--- config.mk ---
export PLATFORM = sky130hd
export DESIGN_NAME = rom_burst_reader
export DESIGN_NICKNAME = d
export VERILOG_FILES = /design/src/rtl/rom_reader_pkg.sv /design/src/rtl/rom_rd_fifo.sv /design/src/rtl/rom_burst_reader.sv
export SDC_FILE = /design/constraint.sdc
export NUM_CORES = 1
export LEC_CHECK = 0
export BUFFER_PORTS_ARGS = -buffer_cell sky130_fd_sc_hd__buf_2
export CORE_AREA = 5 5 177 179
export DETAILED_ROUTE_END_ITERATION = 6
export DIE_AREA = 0 0 182 184
export GPL_ROUTABILITY_DRIVEN = 1
export MAX_ROUTING_LAYER = met4
export PLACE_DENSITY = 0.69
export SYNTH_ARGS = -nofsm -noshare
export SYNTH_HDL_FRONTEND = slang
export SYNTH_SLANG_ARGS = --single-unit
--- constraint.sdc ---
create_clock -name clk -period 14.45 [get_ports clk]
set_clock_uncertainty 0.2 [all_clocks]
set_input_delay 1.445 -clock clk [delete_from_list [all_inputs] [get_ports clk]]
set_output_delay 1.445 -clock clk [all_outputs]
set_load 0.1 [all_outputs]
--- src/rtl/rom_reader_pkg.sv ---
// rom_reader_pkg
//   Shared types and constants for the ROM burst reader:
//   - state_e        : burst FSM states
//   - FIFO_DEPTH     : beats the capture FIFO can hold (also the issue credit)
//   - CNT_WD         : width of the FIFO occupancy count
//   - credit_ok()    : issue permission from FIFO occupancy, in-flight read and pop
package rom_reader_pkg;

  typedef enum logic {
    IDLE  = 1'b0,
    BURST = 1'b1
  } state_e;

  localparam int FIFO_DEPTH = 2;
  localparam int CNT_WD     = $clog2(FIFO_DEPTH + 1);

  // A read issued now lands in the FIFO two edges later. Occupancy seen at that
  // point is (count + inflight - pop) from this cycle, plus this new beat, so
  // issuing is safe while that projected figure stays below FIFO_DEPTH. The pop
  // term is what allows one beat per cycle when downstream is always ready.
  function automatic logic credit_ok(input logic [CNT_WD-1:0] count,
                                     input logic              inflight,
                                     input logic              pop);
    return (int'(count) + int'(inflight)) < (FIFO_DEPTH + int'(pop));
  endfunction

endpackage

--- src/rtl/rom_rd_fifo.sv ---
// rom_rd_fifo
//   Two-entry synchronous FIFO holding captured ROM beats until downstream
//   takes them. The head is a mux of registers, so it is stable until popped.
// Ports
//   clk, rst_n   clock, synchronous active-low reset
//   push         write push_data this cycle (must not be full unless popping)
//   push_data    entry to store
//   pop          remove head this cycle (must not be empty)
//   head         current head entry
//   full, empty  occupancy flags
//   count        number of stored entries
module rom_rd_fifo
  import rom_reader_pkg::*;
#(
  parameter int WIDTH = 129
) (
  input  logic              clk,
  input  logic              rst_n,
  input  logic              push,
  input  logic [WIDTH-1:0]  push_data,
  input  logic              pop,
  output logic [WIDTH-1:0]  head,
  output logic              full,
  output logic              empty,
  output logic [CNT_WD-1:0] count
);

  logic [WIDTH-1:0] mem [FIFO_DEPTH];
  logic             wr_ptr;
  logic             rd_ptr;

  // NOTE: storage is only two words and the head must read zero after reset,
  // so it is cleared here; a deep RAM-style array would be left unreset.
  always_ff @(posedge clk) begin
    if (!rst_n) begin
      for (int i = 0; i < FIFO_DEPTH; i++) mem[i] <= '0;
      wr_ptr <= 1'b0;
      rd_ptr <= 1'b0;
      count  <= '0;
    end else begin
      // Push while full is only legal with a pop; then wr_ptr == rd_ptr and
      // the popped head is overwritten after it has been presented.
      if (push) begin
        mem[wr_ptr] <= push_data;
        wr_ptr      <= ~wr_ptr;
      end
      if (pop) rd_ptr <= ~rd_ptr;
      count <= count + CNT_WD'(push) - CNT_WD'(pop);
    end
  end

  assign head  = mem[rd_ptr];
  assign empty = (count == '0);
  assign full  = (count == CNT_WD'(FIFO_DEPTH));

endmodule

--- src/rtl/rom_burst_reader.sv ---
// rom_burst_reader
//   Read-side initiator for a synchronous ROM with 1-cycle read latency.
//   Accepts a burst (start word address, beats-1), issues one ROM read per
//   cycle within FIFO credit, captures returning words into a 2-entry FIFO and
//   presents them on a valid/ready stream with a last flag.
// Ports
//   clk, rst_n                 clock, synchronous active-low reset
//   req_valid/req_ready        burst request handshake
//   req_addr, req_len          start word address, beat count minus one
//   rom_addr, rom_rd_en        ROM read port
//   rom_r_data                 ROM data, valid the cycle after rom_rd_en
//   dout_valid/dout_ready      output beat handshake
//   dout_data, dout_last       beat payload, final-beat flag
module rom_burst_reader
  import rom_reader_pkg::*;
#(
  parameter int ADDR_WD   = 32,
  parameter int DATA_WD   = 128,
  parameter int ROM_DEPTH = 2048,
  parameter int LEN_WD    = 8
) (
  input  logic               clk,
  input  logic               rst_n,
  input  logic               req_valid,
  output logic               req_ready,
  input  logic [ADDR_WD-1:0] req_addr,
  input  logic [LEN_WD-1:0]  req_len,
  output logic [ADDR_WD-1:0] rom_addr,
  output logic               rom_rd_en,
  input  logic [DATA_WD-1:0] rom_r_data,
  output logic               dout_valid,
  input  logic               dout_ready,
  output logic [DATA_WD-1:0] dout_data,
  output logic               dout_last
);

  typedef struct packed {
    logic [DATA_WD-1:0] data;
    logic               last;
  } beat_t;

  localparam logic [ADDR_WD-1:0] ADDR_MASK = ADDR_WD'(ROM_DEPTH - 1);
  localparam logic [ADDR_WD-1:0] ADDR_ONE  = ADDR_WD'(1);
  localparam logic [LEN_WD:0]    CNT_ONE   = (LEN_WD + 1)'(1);

  state_e             state;
  logic [ADDR_WD-1:0] cur_addr;
  // One bit wider than req_len so a full 2^LEN_WD-beat burst still compares.
  logic [LEN_WD:0]    beat_cnt;
  logic [LEN_WD:0]    last_idx;
  logic               inflight;
  logic               inflight_last;

  logic               issue;
  logic               pop;
  logic               is_last_beat;
  logic [CNT_WD-1:0]  fifo_count;
  logic               fifo_full;
  logic               fifo_empty;
  beat_t              push_beat;
  beat_t              head_beat;

  assign pop          = dout_valid & dout_ready;
  assign issue        = (state == BURST) && credit_ok(fifo_count, inflight, pop);
  assign is_last_beat = (beat_cnt == last_idx);

  assign req_ready = (state == IDLE);
  assign rom_rd_en = issue;
  assign rom_addr  = cur_addr;

  // rom_r_data reaches FIFO storage only on inflight pushes, so an undriven
  // ROM bus in other cycles never propagates.
  assign push_beat = '{data: rom_r_data, last: inflight_last};

  // NOTE: sequential state uses non-blocking assignments so every register
  // samples pre-edge values; blocking here would chain updates within one edge.
  always_ff @(posedge clk) begin
    if (!rst_n) begin
      state         <= IDLE;
      cur_addr      <= '0;
      beat_cnt      <= '0;
      last_idx      <= '0;
      inflight      <= 1'b0;
      inflight_last <= 1'b0;
    end else begin
      inflight      <= issue;
      inflight_last <= issue & is_last_beat;
      case (state)
        IDLE: begin
          if (req_valid) begin
            cur_addr <= req_addr & ADDR_MASK;
            last_idx <= {1'b0, req_len};
            beat_cnt <= '0;
            state    <= BURST;
          end
        end
        BURST: begin
          if (issue) begin
            cur_addr <= (cur_addr + ADDR_ONE) & ADDR_MASK;
            beat_cnt <= beat_cnt + CNT_ONE;
            if (is_last_beat) state <= IDLE;
          end
        end
        default: state <= IDLE;
      endcase
    end
  end

  rom_rd_fifo #(
    .WIDTH($bits(beat_t))
  ) u_fifo (
    .clk      (clk),
    .rst_n    (rst_n),
    .push     (inflight),
    .push_data(push_beat),
    .pop      (pop),
    .head     (head_beat),
    .full     (fifo_full),
    .empty    (fifo_empty),
    .count    (fifo_count)
  );

  assign dout_valid = ~fifo_empty;
  assign dout_data  = head_beat.data;
  assign dout_last  = head_beat.last;

  // Credit keeps the FIFO from overflowing; full is informational only.
  logic unused_full;
  assign unused_full = fifo_full;

endmodule
==> qor.json <==
{
  "run_status": "finished, final reports clean",
  "via_count_of_the_first_global_routing_pass": 7984,
  "drt.antenna.violating_nets": 0,
  "dieArea_sq_um": 33500,
  "fin_ws_ns": 9.62,
  "min-delay-path-class": "flip-flop to flip-flop",
  "grt_start_max_net_pins": 86,
  "count_of_endpoints_failing_hold_in_the_final_timing_report": 0,
  "route.detailed.vias_per_inst": 4.96,
  "final.period_utilization_pct": 33.4,
  "worst_ep_arrival_time_ns": 3.18,
  "seq_area_frac_synth_pct": 64.7,
  "post_synth_num_cell_types": 57,
  "count_of_unresolved_drc_violations_after_routing": 0,
  "postLayoutCoreUtil_pct": 53.9,
  "num-nets-final": 1396,
  "die_w_um": 182,
  "proportion_of_power_drawn_by_flip_flops_and_latches_pct": 34.9,
  "worstReg2RegStart": "u_fifo.wr_ptr$_SDFFE_PN0P_",
  "criticalPathCategory": "flip-flop to primary output",
  "vdd.ir_drop.worst_v": 0.000103,
  "pwr-share-comb_pct": 38.8,
  "cts-resized-gates": 0,
  "pd_cells_nw_per_um2": 191,
  "synth-seq-cells": 294,
  "grt-ovfl-total": 0,
  "grt_setup_unrepaired": "false",
  "initial_utilization_pct": 44.5,
  "synth.avg_cell_area_sq_um": 13.9,
  "cts_tree": "done",
  "post_layout_nonfiller_instances": 1638,
  "ctsLongestPathBuffers": 3,
  "gr-usage-all-layers_pct": 16.7,
  "hold_buffers": 0,
  "antenna_found_initial": 4,
  "detail_route.iter0.violations": 447,
  "worstPathMaxFanout": 72,
  "route.final.wire_length_um": 28900,
  "cell_types_occupying_the_most_area_after_synthesis": "sky130_fd_sc_hd__edfxtp_1 59%, sky130_fd_sc_hd__and2_1 12%, sky130_fd_sc_hd__mux2_2 11%",
  "fmax_mhz": 207,
  "sinks_on_the_clock_net": 294,
  "internal_power_uw": 1700,
  "drv_slew": 0,
  "synth_area_sq_um": 13100,
  "endpoint_kind": "primary output",
  "floorplan.rows": 63,
  "synth-edff-count": 258,
  "synthesis.instances": 942,
  "synthArstFlopShare_pct": 0,
  "synth_top_cell_by_area": "sky130_fd_sc_hd__edfxtp_1",
  "insertion_delay_of_the_later_clocked_pin_in_the_worst_skew_pair_ns": 0.54,
  "first_pass_iters": 4,
  "routedWlPerCell_um": 17.6,
  "crit_required_ns": 12.81,
  "timing_worst_slew_pin_value_ns": 1.05,
  "core-area_sq_um": 29400,
  "post-place-cells": 1576,
  "final_layout_size_suffix_gt1_share_pct": 39.8,
  "fin_tns_setup_ns": 0,
  "ctsRootBufferMaster": "sky130_fd_sc_hd__clkbuf_16",
  "detailedPlace.worstSlack_ns": 9.37,
  "p_clk_share_pct": 26.2,
  "setup_viol": 0,
  "cts.repair_timing.setup_buffer_count": 0,
  "vias": 8129,
  "static_power_due_to_leakage_uw": 0.00656,
  "final_period_minus_worst_setup_slack_ns": 4.83,
  "top_level_ports": 336,
  "slew_headroom_pct": 30.0,
  "yosys.area.top_type_share_pct": 59.2,
  "global_placement_routability_congestion": 0.802,
  "power.share.switching_pct": 43.9,
  "yosys_warnings": 0,
  "hold_start": "last_idx[5]$_SDFFE_PN0P_",
  "place.detailed.hpwl_um": 18200,
  "grt_pass1_wl_um": 43300,
  "clock_tree.htree_level_count": 1,
  "numCtsBuffers": 30,
  "area.growth.synth_to_final_pct": 21.2,
  "port-buffer-count": 293,
  "net-switching-power_uw": 1330,
  "critPathLaunchType": "flip-flop",
  "path_clk_slew_ns": 0.06,
  "synth-main-ff-cell": "sky130_fd_sc_hd__edfxtp_1",
  "die-height_um": 184,
  "max-cap-violations": 0
}
[placed cells by master, fill, tap and decap left out, drive strengths merged, types with 7 or more instances in the layout]
cell type,n
xnor2,9
edfxtp,258
nor2,15
nand2b,7
dfxtp,36
a21oi,17
mux2,129
nand2,32
nand3,16
buf,300
conb,21
and2,260
clkinv,12
clkbuf,38
nor4,8
inv,8
[power groups by stage]
stage	Combinational, uW	Clock (uW)	Sequential [uW]
2_1_floorplan	1000	0	1090
3_3_place_gp	1180	0	1070
3_5_place_dp	1180	0	1080
4_1_cts	1180	811	1060
5_1_grt	1220	844	1070
6_report	1170	792	1060
[path summary, 6_finish.rpt]
check	end	depth (start not counted)	slack, ns
hold / removal	last_idx[5]$_SDFFE_PN0P_	2	0.27
setup / recovery	dout_data[38]	3	9.62
setup reg to reg	u_fifo.mem[1][86]$_SDFFCE_PN0P_	3	10.98
hold reg to reg	last_idx[5]$_SDFFE_PN0P_	2	0.27
[layer usage]
| metal | GRT usage, % | vias to the layer above | wire (um) |
|---|---|---|---|
| met2 | 27.3 | 270 | 13900 |
| met3 | 3.46 | 47 | 2040 |
| li1 | - | 3863 | - |
| met5 | - | - | 0 |
| met4 | 4.17 | 0 | 748 |
| met1 | 21.4 | 3949 | 12200 |
[critical path, cell delays in order, from the launching register on]
cell and delay [ns]:
sky130_fd_sc_hd__dfxtp_4 1.04, sky130_fd_sc_hd__buf_4 0.77, sky130_fd_sc_hd__mux2_2 0.29, sky130_fd_sc_hd__buf_2 0.45
[kinds of logic (layout without fill, tap and decap cells)]
logic type	Yosys count	in the layout	synth area share, %
buffers and inverters	85	365	3.21
AOI/OAI and AO/OA	51	51	2.92
muxes	135	135	11.6
other	1	27	0.0287
DFF	294	294	64.7
and+or+nand+nor	358	358	16.2
xor gates and xnor gates	12	12	0.803
adders and majority gates	6	6	0.574
[cells in the mapped netlist (3+ instances only)]
| cell type | number |
|---|---|
| sky130_fd_sc_hd__nand2_1 | 31 |
| sky130_fd_sc_hd__a21oi_1 | 17 |
| sky130_fd_sc_hd__edfxtp_1 | 258 |
| sky130_fd_sc_hd__o21ai_0 | 5 |
| sky130_fd_sc_hd__a211oi_1 | 3 |
| sky130_fd_sc_hd__nand3_1 | 16 |
| sky130_fd_sc_hd__nor3_1 | 4 |
| sky130_fd_sc_hd__buf_1 | 4 |
| sky130_fd_sc_hd__buf_2 | 15 |
| sky130_fd_sc_hd__clkbuf_1 | 35 |
| sky130_fd_sc_hd__ha_1 | 6 |
| sky130_fd_sc_hd__inv_1 | 7 |
| sky130_fd_sc_hd__nand2b_1 | 7 |
| sky130_fd_sc_hd__xor2_1 | 3 |
| sky130_fd_sc_hd__buf_4 | 22 |
| sky130_fd_sc_hd__nor2_1 | 15 |
| sky130_fd_sc_hd__dfxtp_1 | 36 |
| sky130_fd_sc_hd__mux2i_1 | 6 |
| sky130_fd_sc_hd__nor4_1 | 8 |
| sky130_fd_sc_hd__or3_1 | 3 |
| sky130_fd_sc_hd__mux2_2 | 129 |
| sky130_fd_sc_hd__xnor2_1 | 9 |
| sky130_fd_sc_hd__and2_1 | 260 |
[per-stage QoR]
step / total power (uW) / hold slack, ns / cell area (sq um)
after floorplan: 2090 / 0.248 / 13200
after global routing: 3130 / 0.295 / 15900
after detailed placement: 2260 / 0.263 / 14800
after global placement: 2250 / 0.258 / 14800
after CTS: 3050 / 0.272 / 15800
final: 3020 / 0.271 / 15900
[state kept, by name (all words and copies together) (netlist names), 2 cells and up, named ones only]
| name | count |
|---|---|
| last_idx | 8 |
| beat_cnt | 9 |
| u_fifo.mem | 258 |
| rom_addr | 11 |
| u_fifo.count | 2 |
[cell type report]
cell class,instances,area [sq um]
fillers,2545,13500
flip-flops and latches,294,8470
multi-input cells,583,4300
repair buffers,300,1520
clock buffers,38,821
well taps,390,488
clock inverters,18,208
inverters,9,33.8
diodes,6,15.0
Note: power is estimated with default switching activity, not from simulation.
